[src/rtl/bexkat2_intctrl_pkg.sv]
// Shared constants, FSM state type and helpers for the bexkat2 interrupt controller.
package bexkat1Def;

  localparam int NUM_IRQ      = 8;
  // Exception vector index of line 0; the CPU adds vec_o to it.
  localparam int IRQ_VEC_BASE = 8;

  typedef enum logic [1:0] {
    IC_IDLE,
    IC_REQ,
    IC_SERVICE
  } intctrl_state_t;

  function automatic logic [NUM_IRQ-1:0] irq_onehot(input logic [2:0] idx);
    return {{(NUM_IRQ-1){1'b0}}, 1'b1} << idx;
  endfunction

endpackage

[src/rtl/bexkat2_intctrl_prienc.sv]
// Combinational 8-to-3 priority encoder; bit 0 has the highest priority.
module bexkat2_prienc
  import bexkat1Def::*;
(
  input  logic [NUM_IRQ-1:0] req,
  output logic [2:0]         idx,
  output logic               valid
);

  // Scanning from the lowest priority upward leaves the lowest set index in idx.
  always_comb begin
    idx = '0;
    for (int i = NUM_IRQ - 1; i >= 0; i--) begin
      if (req[i]) idx = 3'(i);
    end
  end

  assign valid = |req;

endmodule

[src/rtl/bexkat2_intctrl.sv]
// Fixed-priority interrupt controller for the bexkat2 CPU.
// Define BEXKAT2_INT_NESTING_EN to let higher-priority lines preempt one in service.
module bexkat2_intctrl
  import bexkat1Def::*;
(
  input  logic                clk_i,
  input  logic                rst_i,
  input  logic [NUM_IRQ-1:0]  irq_i,
  input  logic [NUM_IRQ-1:0]  mask_i,
  input  logic                int_en_i,
  output logic                exc_req_o,
  input  logic                exc_ack_i,
  output logic [2:0]          vec_o,
  input  logic                eoi_i,
  output logic [NUM_IRQ-1:0]  pending_o,
  output logic [NUM_IRQ-1:0]  active_o
);

  logic [NUM_IRQ-1:0] sync1, sync2, sync_prev, edge_q;
  logic [1:0]         fill_cnt;
  intctrl_state_t     state;

  logic [2:0]         win_idx, act_idx;
  logic               win_valid, act_valid;
  logic [NUM_IRQ-1:0] candidates, ack_clear, active_rest;

  // Edges are only reported once sync_prev holds a real post-reset sample,
  // so a line held high across reset release is never seen as rising.
  always_ff @(posedge clk_i or negedge rst_i) begin
    if (!rst_i) begin
      sync1     <= '0;
      sync2     <= '0;
      sync_prev <= '0;
      edge_q    <= '0;
      fill_cnt  <= '0;
    end else begin
      sync1     <= irq_i;
      sync2     <= sync1;
      sync_prev <= sync2;
      edge_q    <= (fill_cnt == 2'd3) ? (sync2 & ~sync_prev) : '0;
      if (fill_cnt != 2'd3) fill_cnt <= fill_cnt + 2'd1;
    end
  end

`ifdef BEXKAT2_INT_NESTING_EN
  logic [NUM_IRQ-1:0] above_active;

  always_comb begin
    above_active = '1;
    if (act_valid) above_active = irq_onehot(act_idx) - 1'b1;
  end

  assign candidates = pending_o & mask_i & above_active;
`else
  assign candidates = pending_o & mask_i;
`endif

  bexkat2_prienc u_win_enc (
    .req   (candidates),
    .idx   (win_idx),
    .valid (win_valid)
  );

  bexkat2_prienc u_act_enc (
    .req   (active_o),
    .idx   (act_idx),
    .valid (act_valid)
  );

  assign ack_clear   = (state == IC_REQ && exc_ack_i) ? irq_onehot(vec_o) : '0;
  assign active_rest = active_o & ~irq_onehot(act_idx);

  always_ff @(posedge clk_i or negedge rst_i) begin
    if (!rst_i) begin
      state     <= IC_IDLE;
      exc_req_o <= 1'b0;
      vec_o     <= '0;
      pending_o <= '0;
      active_o  <= '0;
    end else begin
      // A new edge coinciding with the ack clear keeps the line pending.
      pending_o <= (pending_o & ~ack_clear) | edge_q;
      unique case (state)
        IC_IDLE: begin
          if (int_en_i && win_valid) begin
            state     <= IC_REQ;
            vec_o     <= win_idx;
            exc_req_o <= 1'b1;
          end
        end
        IC_REQ: begin
          if (exc_ack_i) begin
            active_o  <= active_o | irq_onehot(vec_o);
            state     <= IC_SERVICE;
            exc_req_o <= 1'b0;
          end else if (!int_en_i) begin
            exc_req_o <= 1'b0;
            state     <= (|active_o) ? IC_SERVICE : IC_IDLE;
          end
        end
        IC_SERVICE: begin
          if (eoi_i && act_valid) begin
            active_o <= active_rest;
            state    <= (|active_rest) ? IC_SERVICE : IC_IDLE;
          end
`ifdef BEXKAT2_INT_NESTING_EN
          else if (int_en_i && win_valid) begin
            state     <= IC_REQ;
            vec_o     <= win_idx;
            exc_req_o <= 1'b1;
          end
`endif
        end
        default: state <= IC_IDLE;
      endcase
    end
  end

endmodule
[config.mk]
export PLATFORM = sky130hd
export DESIGN_NAME = bexkat2_intctrl
export DESIGN_NICKNAME = d
export VERILOG_FILES = /design/src/rtl/bexkat2_intctrl_pkg.sv /design/src/rtl/bexkat2_intctrl_prienc.sv /design/src/rtl/bexkat2_intctrl.sv
export SDC_FILE = /design/constraint.sdc
export NUM_CORES = 1
export LEC_CHECK = 0
export CORE_ASPECT_RATIO = 1.4
export CORE_MARGIN = 1.5
export CORE_UTILIZATION = 54
export CTS_BUF_LIST = sky130_fd_sc_hd__clkbuf_16
export CTS_CLUSTER_SIZE = 16
export DETAILED_ROUTE_END_ITERATION = 8
export PLACE_DENSITY = 0.83
export SLEW_MARGIN = 30
export SYNTH_ARGS = -nofsm -noshare
export SYNTH_HDL_FRONTEND = slang
export SYNTH_SLANG_ARGS = --single-unit
[constraint.sdc]
create_clock -name clk_i -period 2.7 [get_ports clk_i]
set_input_delay 0.81 -clock clk_i [delete_from_list [all_inputs] [get_ports clk_i]]
set_output_delay 0.81 -clock clk_i [all_outputs]
set_load 0.005 [all_outputs]
==> results of run 1 <==
-- metrics by stage --
stage	std cells	instance area, µm²	hold WS [ps]	setup WS [ps]
floorplan	172	2110	331	925
global placement	254	2560	334	409
detailed placement	254	2560	339	341
CTS	262	2710	354	481
global route	262	2710	355	425
finish	262	2710	351	484
-- state kept, by name, summed over array words and instances, names as in the netlist --
signal,flops
exc_req_o,1
fill_cnt,2
edge_q,8
sync1,8
vec_o,3
active_o,8
sync_prev,8
state,2
pending_o,8
sync2,8
-- final timing paths --
| kind | startpoint | to | slack (ps) |
|---|---|---|---|
| max | active_o[0] | active_o[0] | 480 |
| min | sync1[5] | sync2[5] | 350 |
| max reg2reg | active_o[4] | state[1] | 820 |
| min reg2reg | sync1[5] | sync2[5] | 350 |
| max in group asynchronous | rst_i | sync_prev[0] | 1430 |
| min in group asynchronous | rst_i | active_o[7] | 600 |
-- final cells by class --
| type | count | area [µm²] |
|---|---|---|
| tap | 42 | 52.6 |
| clock inverter | 3 | 18.8 |
| timing repair buffer | 42 | 410 |
| clock buffer | 5 | 125 |
| multi-input combinational | 111 | 688 |
| fill | 270 | 1000 |
| inverter | 3 | 11.3 |
| sequential | 56 | 1400 |
-- power groups by stage --
stage	registers [mW]	clock network (mW)	logic [mW]
floorplan	1.11	0	0.366
global placement	1.15	0	0.638
detailed placement	1.16	0	0.664
CTS	1.14	0.636	0.670
global route	1.17	0.668	0.734
finish	1.15	0.619	0.665
-- cells in the mapped netlist --
cell type and number:
and3b_1 7, dfrtp_1 56, inv_1 3, o311a_4 1, o31ai_1 1, mux2_2 2
clkbuf_1 2, nor3_1 2, and3_1 2, o2111ai_1 1, nand3b_1 1, nand4_1 1
a21o_1 8, nand2_1 22, a21boi_0 1, a211oi_1 1, o21ai_0 7, ha_1 1
nor3_4 1, nor2b_1 7, a21oi_1 11, o21ai_2 1, o311ai_1 1, xnor2_1 1
nand2b_1 3, o21bai_1 1, nor4_1 2, nand3_1 4, a22oi_1 4, or4_4 1
a41o_1 1, nor2_1 10, and2_1 1, a32oi_1 2, a31oi_1 2
-- metal layers --
layer	part of all wire	wire, µm
met5	0	0
met2	0.56	2460
met3	0.040	173
met1	0.38	1670
met4	0.013	58
-- cells by family after synthesis --
family / count (synthesis)
AO/OA/AOI/OAI: 43
adder cells (fa/ha/maj): 1
AND/OR/NAND/NOR: 64
multiplexers: 2
flip-flops: 56
XOR/XNOR: 1
buffers and inverters: 5
==> impl_metrics.json, run 1 <==
{
  "antenna_found_initial": 0,
  "drtIter0Drc": 75,
  "core_um2": 3710,
  "syn-num-nets": 194,
  "syn2layout_area_growth_pct": 28.4,
  "wl_mm": 4.36,
  "clkPwrFrac": 0.254,
  "grt_max_degree": 39,
  "skew_ps": 4.80,
  "ios": 41,
  "cp.depth": 1,
  "clockRootBuffer": "clkbuf_16",
  "clock_sinks": 56,
  "max_freq_mhz": 451,
  "nets": 241,
  "drv_slew": 0,
  "die_w_um": 55.8,
  "syn_inst": 172,
  "ys_types": 35,
  "clk_latency_ps": 290,
  "cp_max_fo": 9,
  "pwr-share-seq": 0.472,
  "setup_violations": 0,
  "grtUsageTotal": 0.222,
  "critPathBufInv": 1,
  "yosysWarnings": 0,
  "timing.final.crit_share": 0.821,
  "p_leak_nw": 1.19,
  "place.gp.congestion": 0.920,
  "ant_nets": 0,
  "r2r_cells": 5,
  "p_sw_frac": 0.314,
  "start_kind": "register",
  "grt_pass1_wl_mm": 7.25,
  "drc_errors": 0,
  "synth_xor_area_frac": 0.00415,
  "synth.area.top_cells": "dfrtp_1 66%, nand2_1 3.9%, and3b_1 2.9%",
  "holdPathStages": 0,
  "layout_common_cells": "56 x dfrtp_1, 39 x clkdlybuf4s50_1, 22 x nand2_1",
  "final_core_util": 0.730,
  "grtUsageMet1": 0.247,
  "yosys.area.top_type": "dfrtp_1",
  "final_common_cell": "dfrtp_1",
  "crit_arrival_ps": 1410,
  "ir_drop_mv": 0.771,
  "crit_slowest_cell": "clkdlybuf4s50_1",
  "min_period_ps": 2220,
  "grt_pass1_vias": 1540,
  "ys_ff_latch": 56,
  "cp-end-kind": "output port",
  "cp_slowest_stage_delay_ps": 580,
  "muxShareOfSynthArea": 0.0107,
  "cp_cell_sequence": "clkdlybuf4s50_1",
  "status": "completed",
  "cts_tree": "yes",
  "synthAdderAreaFrac": 0.00593,
  "final_layout_size_suffix_gt1_frac": 0.0773,
  "syn_area_um2": 2110,
  "cts_setup_buffers": 0,
  "drt_pass1_iterations": 4,
  "die_height_um": 76.9,
  "synth_top_area_share": 0.665,
  "grt_setup_unrepaired": "false",
  "busiest_layer": "met2",
  "yosysSeqAreaShare": 0.665,
  "comb_power_share": 0.273,
  "min_path_type": "register to register",
  "vias": 1519,
  "clk_path_buf_depth": 2,
  "synth_top_family_by_area": "simple AND/OR/NAND/NOR gates",
  "worstMarginPinSlew_ps": 803,
  "portBuffers": 40,
  "critPathTopFamily": "buffers and inverters",
  "power_density_nw_per_um2": 899,
  "cts_htree_levels": 2,
  "row_count": 26,
  "diodes": 0,
  "path_clk_slew_ps": 70,
  "avgSynthCellArea_um2": 12.3,
  "use_met2": 0.393,
  "met3_usage": 0.0573,
  "cts_hold_buf": 0,
  "synth-compound-area-share": 0.141,
  "finalPower_mw": 2.43,
  "crit_required_ps": 1890,
  "slew_headroom": 0.465,
  "grt_overflow": 0,
  "cts-resized-gates": 0,
  "numCtsBuffers": 5,
  "dieArea_um2": 4290,
  "hold_viol_final": 0,
  "dpl.hpwl_mm": 3.17,
  "fin_setup_tns_ps": 0,
  "switching_power_mw": 0.764,
  "wl_per_cell_um": 16.6,
  "yosys.area_share.simple": 0.164,
  "critical_path_class": "register to output port",
  "start_util": 0.568,
  "p_int_mw": 1.67,
  "vias_per_cell": 5.80,
  "maxCapViolations": 0
}
No activity file was read; power rests on OpenSTA's default activity.
==> run 2, diff against run 1 <==
--- a/config.mk
+++ b/config.mk
@@ -7,11 +7,11 @@
 export LEC_CHECK = 0
 export CORE_ASPECT_RATIO = 1.4
 export CORE_MARGIN = 1.5
-export CORE_UTILIZATION = 54
+export CORE_UTILIZATION = 50
 export CTS_BUF_LIST = sky130_fd_sc_hd__clkbuf_16
 export CTS_CLUSTER_SIZE = 16
 export DETAILED_ROUTE_END_ITERATION = 8
-export PLACE_DENSITY = 0.83
+export PLACE_DENSITY = 0.77
 export SLEW_MARGIN = 30
 export SYNTH_ARGS = -nofsm -noshare
 export SYNTH_HDL_FRONTEND = slang
==> constraint.sdc (replaced) <==
create_clock -name clk_i -period 2.1 [get_ports clk_i]
set_input_delay 0.63 -clock clk_i [delete_from_list [all_inputs] [get_ports clk_i]]
set_output_delay 0.63 -clock clk_i [all_outputs]
set_load 0.005 [all_outputs]
==> run 2 against run 1 <==
The run now ends with design-rule violations left; global-route usage down 0.085 points; power up 35%; sequential cell count unchanged; register-to-register slack worse by 650 ps; first-iteration DRC count up 51%; clock-buffer cell count unchanged; combinational power up 39%; critical path depth unchanged; sequential share of layout area down 1.2 points; critical endpoint is now active_o[1]; non-clock buffer count up 4; clock skew up 1.8 ps; via count up 2.2%.
==> impl_metrics.json, run 2 (synthesized netlist as in run 1, its figures left out) <==
{
  "cts_tree": "yes",
  "final_common_cell": "dfrtp_1",
  "clk_latency_ps": 290,
  "fin_ws_ps": 72.8,
  "start_util": 0.529,
  "final_cells": 267,
  "dp.cells": 259,
  "dieArea_um2": 4620,
  "syn2layout_area_growth_pct": 31.5,
  "wl_mm": 4.54,
  "die_w_um": 57.9,
  "p_leak_nw": 1.23,
  "grt_pass1_wl_mm": 7.66,
  "multi_input_area_um2": 688,
  "antenna_found_initial": 0,
  "crit_slowest_cell": "clkdlybuf4s50_1",
  "skew_ps": 6.60,
  "nets": 245,
  "die_height_um": 79.8,
  "r2r_end": "state[1]",
  "start_kind": "register",
  "ios": 41,
  "hold_viol_final": 0,
  "pre_cts_slack_ps": -71.9,
  "wl_per_cell_um": 17.0,
  "cts-resized-gates": 0,
  "grt_pass1_vias": 1696,
  "crit_required_ps": 1470,
  "clockRootBuffer": "clkbuf_16",
  "crit_arrival_ps": 1400,
  "layout_common_cells": "56 x dfrtp_1, 39 x clkdlybuf4s50_1, 22 x nand2_1",
  "setup_violations": 0,
  "r2r_setup_slack_ps": 170,
  "row_count": 27,
  "cp_cell_sequence": "clkdlybuf4s50_1",
  "drv_slew": 0,
  "r2r-start": "active_o[4]",
  "cts_hold_buf": 0,
  "drt_pass1_iterations": 6,
  "status": "complete, but fails checks",
  "power_density_nw_per_um2": 1180,
  "clock_sinks": 56,
  "numCtsBuffers": 5,
  "cp-end-kind": "output port",
  "final_layout_size_suffix_gt1_frac": 0.0893,
  "max_freq_mhz": 493,
  "maxCapViolations": 0,
  "cp_max_fo": 8,
  "cts_setup_buffers": 0,
  "clk_path_buf_depth": 2,
  "portBuffers": 40,
  "fillers": 282,
  "r2r_cells": 5,
  "dpl.hpwl_mm": 3.24,
  "vias_per_cell": 5.81,
  "critPathBufInv": 1,
  "failed_checks": "design-rule violations",
  "regArea_um2": 1400,
  "grt_overflow": 0,
  "drc_errors": 6,
  "drtIter0Drc": 113,
  "grt_max_degree": 57,
  "min_period_ps": 2030,
  "grtUsageTotal": 0.222,
  "cts_htree_levels": 2,
  "whs_ps": 324,
  "grt_setup_unrepaired": "false",
  "ant_nets": 0,
  "critPathTopFamily": "buffers and inverters",
  "diodes": 0,
  "place.gp.congestion": 0.861,
  "min_path_type": "input port to async pin",
  "critical_path_class": "register to output port",
  "ir_drop_mv": 0.756,
  "timing.final.crit_share": 0.965,
  "core_um2": 3990,
  "vias": 1552,
  "worstMarginPinSlew_ps": 391,
  "slew_headroom": 0.739,
  "path_clk_slew_ps": 60,
  "cp_slowest_stage_delay_ps": 570
}
run 2: worst max-delay path by stage:
stage                start          end  slack [ps]  cells after the start
3_3_place_gp     mask_i[3]     vec_o[1]          20                      5
6_report       active_o[1]  active_o[1]          70                      1
2_1_floorplan  active_o[4]     state[1]         390                      5
3_5_place_dp     mask_i[3]     vec_o[1]         -70                      5
4_1_cts        active_o[1]  active_o[1]          80                      1
5_1_grt        active_o[4]     state[1]          10                      5
run 2: report_power, final:
group / switching (mW) / leakage, nW / total, mW / internal (mW)
Combinational: 0.434 / 0.490 / 0.926 / 0.492
Clock: 0.348 / 0.0850 / 0.904 / 0.556
Sequential: 0.207 / 0.652 / 1.45 / 1.24
Total: 0.990 / 1.23 / 3.28 / 2.29
run 2: cell type report:
class	instances	area share
well taps	43	0.0194
inverters	3	0.00406
clock buffers	5	0.0451
multi-input cells	111	0.248
flip-flops and latches	56	0.506
clock inverters	3	0.0140
repair buffers	46	0.163
run 2: per-layer routing:
metal	GRT usage	wire length, µm	vias up
met1	0.241	1580	764
met4	0.126	142	0
met2	0.398	2600	57
li1	-	-	715
met5	0	0	-
met3	0.0357	215	16
run 2: worst reg2reg max path: cells and delay by family (launching register included):
family / cells / cell delay [ps]
DFF: 1 / 430
and+or+nand+nor: 4 / 1010
AOI/OAI and AO/OA: 1 / 360
run 2: stage by stage:
stage / utilization / instance area [µm²] / total power [mW] / TNS [ps]
after global placement: 0.654 / 2610 / 2.33 / 0
after global routing: 0.695 / 2770 / 3.45 / 0
final: 0.695 / 2770 / 3.28 / 0
after detailed placement: 0.654 / 2610 / 2.38 / -117
after CTS: 0.695 / 2770 / 3.30 / 0
after floorplan: - / 2110 / 1.90 / 0
